<file path="src/rtl/reg_file_2r1w_if.sv">
// Bus bundle for reg_file_2r1w: one write port, two registered read ports.
// The master drives requests and the slave (register file) returns read data.
interface reg_file_2r1w_if #(
    parameter int WIDTH  = 16,
    parameter int ADDR_W = 4
);
    logic              wr_en;
    logic [ADDR_W-1:0] wr_addr;
    logic [WIDTH-1:0]  wr_data;

    logic              rd_en1;
    logic [ADDR_W-1:0] rd_addr1;
    logic [WIDTH-1:0]  rd_data1;
    logic              rd_valid1;

    logic              rd_en2;
    logic [ADDR_W-1:0] rd_addr2;
    logic [WIDTH-1:0]  rd_data2;
    logic              rd_valid2;

    modport master (
        output wr_en, wr_addr, wr_data,
        output rd_en1, rd_addr1,
        output rd_en2, rd_addr2,
        input  rd_data1, rd_valid1,
        input  rd_data2, rd_valid2
    );

    modport slave (
        input  wr_en, wr_addr, wr_data,
        input  rd_en1, rd_addr1,
        input  rd_en2, rd_addr2,
        output rd_data1, rd_valid1,
        output rd_data2, rd_valid2
    );
endinterface

</file>
<file path="src/rtl/reg_file_2r1w.sv">
// 2-read/1-write flop register file with registered reads and zero entry 0.
// Define REG_FILE_BYPASS_EN for write-before-read bypass on same-cycle collisions.
module reg_file_2r1w #(
    parameter int WIDTH  = 16,
    parameter int DEPTH  = 16,
    parameter int ADDR_W = 4
) (
    input logic             clk,
    input logic             rst,
    reg_file_2r1w_if.slave  bus
);
    logic [WIDTH-1:0] mem [DEPTH];
    logic [WIDTH-1:0] rd_next1;
    logic [WIDTH-1:0] rd_next2;
    logic             wr_ok;

    // Entry 0 is never written, so it keeps its reset value of zero.
    assign wr_ok = bus.wr_en && (bus.wr_addr != '0);

    always_ff @(posedge clk or posedge rst) begin
        if (rst) begin
            for (int i = 0; i < DEPTH; i++) begin
                mem[i] <= '0;
            end
        end else if (wr_ok) begin
            mem[bus.wr_addr] <= bus.wr_data;
        end
    end

    always_comb begin
        rd_next1 = mem[bus.rd_addr1];
        rd_next2 = mem[bus.rd_addr2];
`ifdef REG_FILE_BYPASS_EN
        if (wr_ok && (bus.wr_addr == bus.rd_addr1)) begin
            rd_next1 = bus.wr_data;
        end
        if (wr_ok && (bus.wr_addr == bus.rd_addr2)) begin
            rd_next2 = bus.wr_data;
        end
`endif
    end

    always_ff @(posedge clk or posedge rst) begin
        if (rst) begin
            bus.rd_data1  <= '0;
            bus.rd_valid1 <= 1'b0;
            bus.rd_data2  <= '0;
            bus.rd_valid2 <= 1'b0;
        end else begin
            bus.rd_valid1 <= bus.rd_en1;
            bus.rd_valid2 <= bus.rd_en2;
            if (bus.rd_en1) begin
                bus.rd_data1 <= rd_next1;
            end
            if (bus.rd_en2) begin
                bus.rd_data2 <= rd_next2;
            end
        end
    end
endmodule

</file>
<file path="src/flat_wrapper.sv">
// flat-port wrapper written by rule: the top's interface ports become plain ports
module reg_file_2r1w_flat 
#(
    parameter int WIDTH  = 16,
    parameter int DEPTH  = 16,
    parameter int ADDR_W = 4
)
  (clk, rst, bus_wr_en, bus_wr_addr, bus_wr_data, bus_rd_en1, bus_rd_addr1, bus_rd_en2, bus_rd_addr2, bus_rd_data1, bus_rd_valid1, bus_rd_data2, bus_rd_valid2);
  reg_file_2r1w_if #(.WIDTH(WIDTH), .ADDR_W(ADDR_W)) bus_i ();
  input logic clk;
  input logic rst;
  input wire logic [$bits(bus_i.wr_en)-1:0] bus_wr_en;
  input wire logic [$bits(bus_i.wr_addr)-1:0] bus_wr_addr;
  input wire logic [$bits(bus_i.wr_data)-1:0] bus_wr_data;
  input wire logic [$bits(bus_i.rd_en1)-1:0] bus_rd_en1;
  input wire logic [$bits(bus_i.rd_addr1)-1:0] bus_rd_addr1;
  input wire logic [$bits(bus_i.rd_en2)-1:0] bus_rd_en2;
  input wire logic [$bits(bus_i.rd_addr2)-1:0] bus_rd_addr2;
  output wire logic [$bits(bus_i.rd_data1)-1:0] bus_rd_data1;
  output wire logic [$bits(bus_i.rd_valid1)-1:0] bus_rd_valid1;
  output wire logic [$bits(bus_i.rd_data2)-1:0] bus_rd_data2;
  output wire logic [$bits(bus_i.rd_valid2)-1:0] bus_rd_valid2;
  assign bus_i.wr_en = bus_wr_en;
  assign bus_i.wr_addr = bus_wr_addr;
  assign bus_i.wr_data = bus_wr_data;
  assign bus_i.rd_en1 = bus_rd_en1;
  assign bus_i.rd_addr1 = bus_rd_addr1;
  assign bus_i.rd_en2 = bus_rd_en2;
  assign bus_i.rd_addr2 = bus_rd_addr2;
  assign bus_rd_data1 = bus_i.rd_data1;
  assign bus_rd_valid1 = bus_i.rd_valid1;
  assign bus_rd_data2 = bus_i.rd_data2;
  assign bus_rd_valid2 = bus_i.rd_valid2;
  reg_file_2r1w #(.WIDTH(WIDTH), .DEPTH(DEPTH), .ADDR_W(ADDR_W)) u_core (.clk(clk), .rst(rst), .bus(bus_i));
endmodule
</file>
<file path="config.mk">
export PLATFORM = sky130hd
export DESIGN_NAME = reg_file_2r1w_flat
export DESIGN_NICKNAME = d
export VERILOG_FILES = /design/src/rtl/reg_file_2r1w_if.sv /design/src/rtl/reg_file_2r1w.sv /design/src/flat_wrapper.sv
export SDC_FILE = /design/constraint.sdc
export NUM_CORES = 1
export LEC_CHECK = 0
export CORE_ASPECT_RATIO = 0.8
export CORE_UTILIZATION = 45
export CTS_BUF_LIST = sky130_fd_sc_hd__clkbuf_4 sky130_fd_sc_hd__clkbuf_8 sky130_fd_sc_hd__clkbuf_16
export CTS_CLUSTER_SIZE = 40
export DETAILED_ROUTE_END_ITERATION = 8
export DONT_BUFFER_PORTS = 1
export SYNTH_ARGS = -nofsm -noshare
export SYNTH_HDL_FRONTEND = slang
export SYNTH_SLANG_ARGS = --single-unit
</file>
<file path="constraint.sdc">
create_clock -name clk -period 22.9 [get_ports clk]
set_clock_uncertainty 0.1 [all_clocks]
set_input_delay 2.29 -clock clk [delete_from_list [all_inputs] [get_ports clk]]
set_output_delay 2.29 -clock clk [all_outputs]
set_load 0.005 [all_outputs]
</file>
== After elaboration in Yosys (flattened, before gate mapping) ==
Cells that the tools add are included.
W data, S select, Z words.

* Register bits after elaboration: 290
* Input port bits: 33
* Output and inout port bits: 34

* Magnitude comparators: 4
* Muxes and demuxes: 9
* Bitwise gates (word level): 3
* Reduce and logical (&&, ||, !) cells: 3

{| class="wikitable"
|+ Operators by type and width
! kind !! count
|-
| $bwmux W256 || 1
|-
| $bmux W16 S4 || 2
|-
| $mux W16 || 5
|-
| $demux W16 S4 || 1
|-
| $ge A5 B5 Y1 const B || 3
|-
| $not A4 Y5 || 3
|-
| $lt A5 B1 Y1 const B || 1
|-
| $reduce_bool A4 Y1 || 1
|-
| $logic_and A1 B1 Y1 || 2
|}

== Longest topological paths before layout ==
* Depth after elaboration: 6
* Gate-level depth with buffers: 6

== Worst setup path before layout ==
No wires, ideal clock.

* Kind: input to register
* From: in bus_rd_addr1[2]
* To: reg u_core.bus.rd_data1[0]
* Library setup time: 0.147 ns
* Arrival time: 3.416 ns
* Data required time: 22.653 ns
* Setup slack: 19.237 ns
* Cell stages on the path: 5
* Path through: buf_4 > buf_4 > mux4_2 > mux2i_1 > a221oi_1

* Cells in the longest elaborated chain, start to end: 4

{| class="wikitable"
|+ Ends and longest elaborated chain
! what !! line !! text
|-
| start: declaration || flat_wrapper.sv:16 || <nowiki>input wire logic [$bits(bus_i.rd_addr1)-1:0] bus_rd_addr1;</nowiki>
|-
| $not A4 Y5 (not written as such) || reg_file_2r1w.sv:31 || <nowiki>rd_next1 = mem[bus.rd_addr1];</nowiki>
|-
| $bmux W16 S4 || reg_file_2r1w.sv:31 ||
|-
| $mux W16 (not written as such) (2 in a row) || reg_file_2r1w.sv:31 ||
|-
| end signal: assignment || reg_file_2r1w.sv:53 || <nowiki>bus.rd_data1 <= rd_next1;</nowiki>
|-
| end: declaration || reg_file_2r1w_if.sv:33 || <nowiki>output rd_data1, rd_valid1,</nowiki>
|}

No other way between the ends. The select of a mux whose other input is x is not followed.
A chain may end at the register's enable or synchronous reset.

== Worst setup path in the final report ==
* From: in bus_wr_addr[3]
* To: reg u_core.mem[207] (netlist bit)

* Cells in the longest elaborated chain, start to end: 6
* Elaborated cells on any way between the ends: 9

{| class="wikitable"
|+ Ends and longest elaborated chain
! what !! line !! text
|-
| start: declaration || flat_wrapper.sv:13 || <nowiki>input wire logic [$bits(bus_i.wr_addr)-1:0] bus_wr_addr;</nowiki>
|-
| $not A4 Y5 (not written as such) || reg_file_2r1w.sv:26 || <nowiki>mem[bus.wr_addr] <= bus.wr_data;</nowiki>
|-
| $ge A5 B5 Y1 (not written as such) or $lt A5 B1 Y1 (tied branches) || reg_file_2r1w.sv:26 ||
|-
| $logic_and A1 B1 Y1 (not written as such) || reg_file_2r1w.sv:26 ||
|-
| $mux W16 (not written as such) || reg_file_2r1w.sv:26 ||
|-
| $demux W16 S4 || reg_file_2r1w.sv:26 ||
|-
| $bwmux W256 || reg_file_2r1w.sv:26 ||
|-
| end signal: indexed assignment || reg_file_2r1w.sv:26 ||
|-
| end: declaration || reg_file_2r1w.sv:12 || <nowiki>logic [WIDTH-1:0] mem [DEPTH];</nowiki>
|}

Several ways; a longest one is shown, not always the timed one.

==> results_dict.tcl <==
set metrics [dict create \
    start_kind "input pin" \
    synthDistinctLibCells 24 \
    grt_max_degree 128 \
    place_hpwl_um 22700 \
    setup_ws_ns 19.16 \
    worst_slew_pin_slew_ns 1.23 \
    timing.hold.ws_ns 0.295 \
    ctsResizeCount 0 \
    yosysTopAreaCellShare_pct 50.1 \
    placementRows 58 \
    setup-tns-final_ns 0 \
    antenna_cells 0 \
    ys_seq_area_share_pct 50.1 \
    antenna_found_initial 0 \
    pin_count 67 \
    root_buffer "clkbuf_16" \
    postCtsSetupBuffers 0 \
    final_cells 1308 \
    overflow 0 \
    dieWidth_um 203 \
    period_share_pct 16.3 \
    path_class "input pin to flop" \
    slew_headroom_pct 17.7 \
    p_per_area_nw_per_um2 94.9 \
    leakagePower_uw 0.00644 \
    pre_cts_ws_ns 18.58 \
    grt_pass1_vias 9311 \
    synthTopCellsByCount "dfrtp_1 (290), mux2_2 (237), mux4_2 (128)" \
    cts_hold_buf 0 \
    nets 898 \
    required_ns 23.24 \
    syn2layout_area_growth_pct 8.08 \
    max-vdd-ir-drop_mv 0.0592 \
    synth.most_common_cell "dfrtp_1" \
    synth_area_um2 14500 \
    grt_pass1_wl_um 60000 \
    postRouteAntennaNets 0 \
    setup_viol 0 \
    die_h_um 163 \
    maxCapViolCount 0 \
    synth_cells 920 \
    endpoint_kind "flop" \
    cts_tree "done" \
    die_area_um2 32900 \
    hold_violations 0 \
    slew_violations 0 \
    portBuffers 0 \
    synth_ff_type "dfrtp_1" \
    layout-drive-gt1-share_pct 50.8 \
    start_util_pct 45.9 \
    timing.final.crit_period_ns 3.74 \
    route.detailed.wl_per_inst_um 30.0 \
    rsz0062_at_grt "false" \
    grt.total_usage_pct 24.5 \
    place_inst 1253 \
    cts_sinks 290 \
    cts_htree_levels 1 \
    ys_async_sr_fraction_pct 100 \
    syn_area_per_cell_um2 15.8 \
    drtIter0Drc 577 \
    cp_max_fo 16 \
    vias 8533 \
    gp_congestion 0.793 \
    n_fill_cell 2582 \
    fp.coreArea_um2 31600 \
    status "complete, no violations" \
    viasPerCell 6.52 \
    yosysWarnings 0 \
    synth_seq_cells 290 \
    synth_nets 953 \
    cts_buffers 30 \
    hp-class "flop to flop" \
    drc_errors 0 \
    clockBufferDepth 3 \
    synth_edf_count 0 \
    timing.fmax_mhz 268 \
    clk_pin_slew_ns 0.06 \
    worstSkewPairLatency_ns 0.56 \
    dr.pass1.iters 5 \
    synth_area_leaders "dfrtp_1 (50%), mux4_2 (20%), mux2_2 (18%), mux2i_1 (2.2%), a221oi_1 (1.9%)" \
    cp.arrival_ns 4.08 \
    detail_route.wirelength_um 39300 \
    synth_top_area_cell "dfrtp_1" \
]
worst max-delay path, stage by stage:
cell and delay (ns):
nor3b_1 0.33, nor2b_2 1.02, mux2_2 0.43
cells in the final DEF (no fill, tap or decap), types with 2 or more instances in the layout:
master | netlist | final
mux4_2 | 128 | 128
or2_2 | 2 | 2
clkinv_2 | 0 | 5
clkbuf_8 | 0 | 10
mux2_1 | 3 | 3
nor2_1 | 35 | 32
o22ai_1 | 32 | 32
nand3b_1 | 2 | 2
a221oi_1 | 32 | 32
or3_1 | 3 | 3
and2_1 | 2 | 2
clkbuf_4 | 0 | 5
bufinv_16 | 0 | 2
mux2_2 | 237 | 237
nand2b_1 | 6 | 6
dfrtp_1 | 290 | 290
nor2_2 | 6 | 9
clkbuf_16 | 0 | 31
mux2i_1 | 32 | 32
buf_4 | 25 | 18
logic make-up (layout without fill, tap and decap cells):
kind of cell / after synthesis / after routing / share of synthesized area [%]
AO/OA/AOI/OAI: 64 / 64 / 3.31
buffers and inverters: 106 / 74 / 3.89
flip-flops: 290 / 290 / 50.1
multiplexers: 400 / 400 / 40.7
AND/OR/NAND/NOR: 60 / 60 / 1.99
cell type report:
class,count,area (um2),area share (%)
Inverter,1,11.3,0.0719
Clock buffer,46,951,6.07
Clock inverter,9,103,0.655
Tap cell,420,526,3.35
Multi-Input combinational cell,524,6680,42.7
Timing Repair Buffer,18,135,0.863
Sequential cell,290,7260,46.3
sequential cells by signal (all words and copies together) (netlist names):
| signal | count |
|---|---|
| u_core.bus.rd_data1 | 16 |
| u_core.bus.rd_data2 | 16 |
| u_core.bus.rd_valid1 | 1 |
| u_core.bus.rd_valid2 | 1 |
| u_core.mem | 256 |
path summary, 6_finish.rpt:
kind                                             start                            endpoint  slack (ns)  cells past startpoint
max                                     bus_wr_addr[3]         u_core.mem[207]$_DFFE_PP0P_       19.16                      3
min                        u_core.mem[242]$_DFFE_PP0P_         u_core.mem[242]$_DFFE_PP0P_        0.30                      0
max reg2reg                 u_core.mem[16]$_DFFE_PP0P_  u_core.bus.rd_data2[0]$_DFFE_PP0P_       21.24                      3
min reg2reg                u_core.mem[242]$_DFFE_PP0P_         u_core.mem[242]$_DFFE_PP0P_        0.30                      0
max in group asynchronous                          rst          u_core.mem[57]$_DFFE_PP0P_       19.30                      2
min in group asynchronous                          rst         u_core.mem[170]$_DFFE_PP0P_        1.67                      1
metrics by stage:
stage	utilization (%)	area [um2]	power, uW
after CTS	49.6	15700	1500
after global placement	46.3	14600	957
after floorplan	-	14500	924
after global routing	49.6	15700	1540
after detailed placement	46.3	14600	981
final	49.6	15700	1490
where the power goes:
part	internal [uW]	total (uW)	switching, uW
sequential	623	711	87.5
combinational	179	263	84.1
clock	307	514	207
total	1110	1490	378
per-layer routing:
metal / global-route usage (%) / vias to the layer above / share of wire (%)
met2: 41.4 / 314 / 50
met4: 8.51 / 0 / 3.4
li1: - / 3440 / -
met3: 4.38 / 89 / 5.9
met5: 0 / - / 0
met1: 32.1 / 4690 / 40
(Power assumes the default switching activity.)
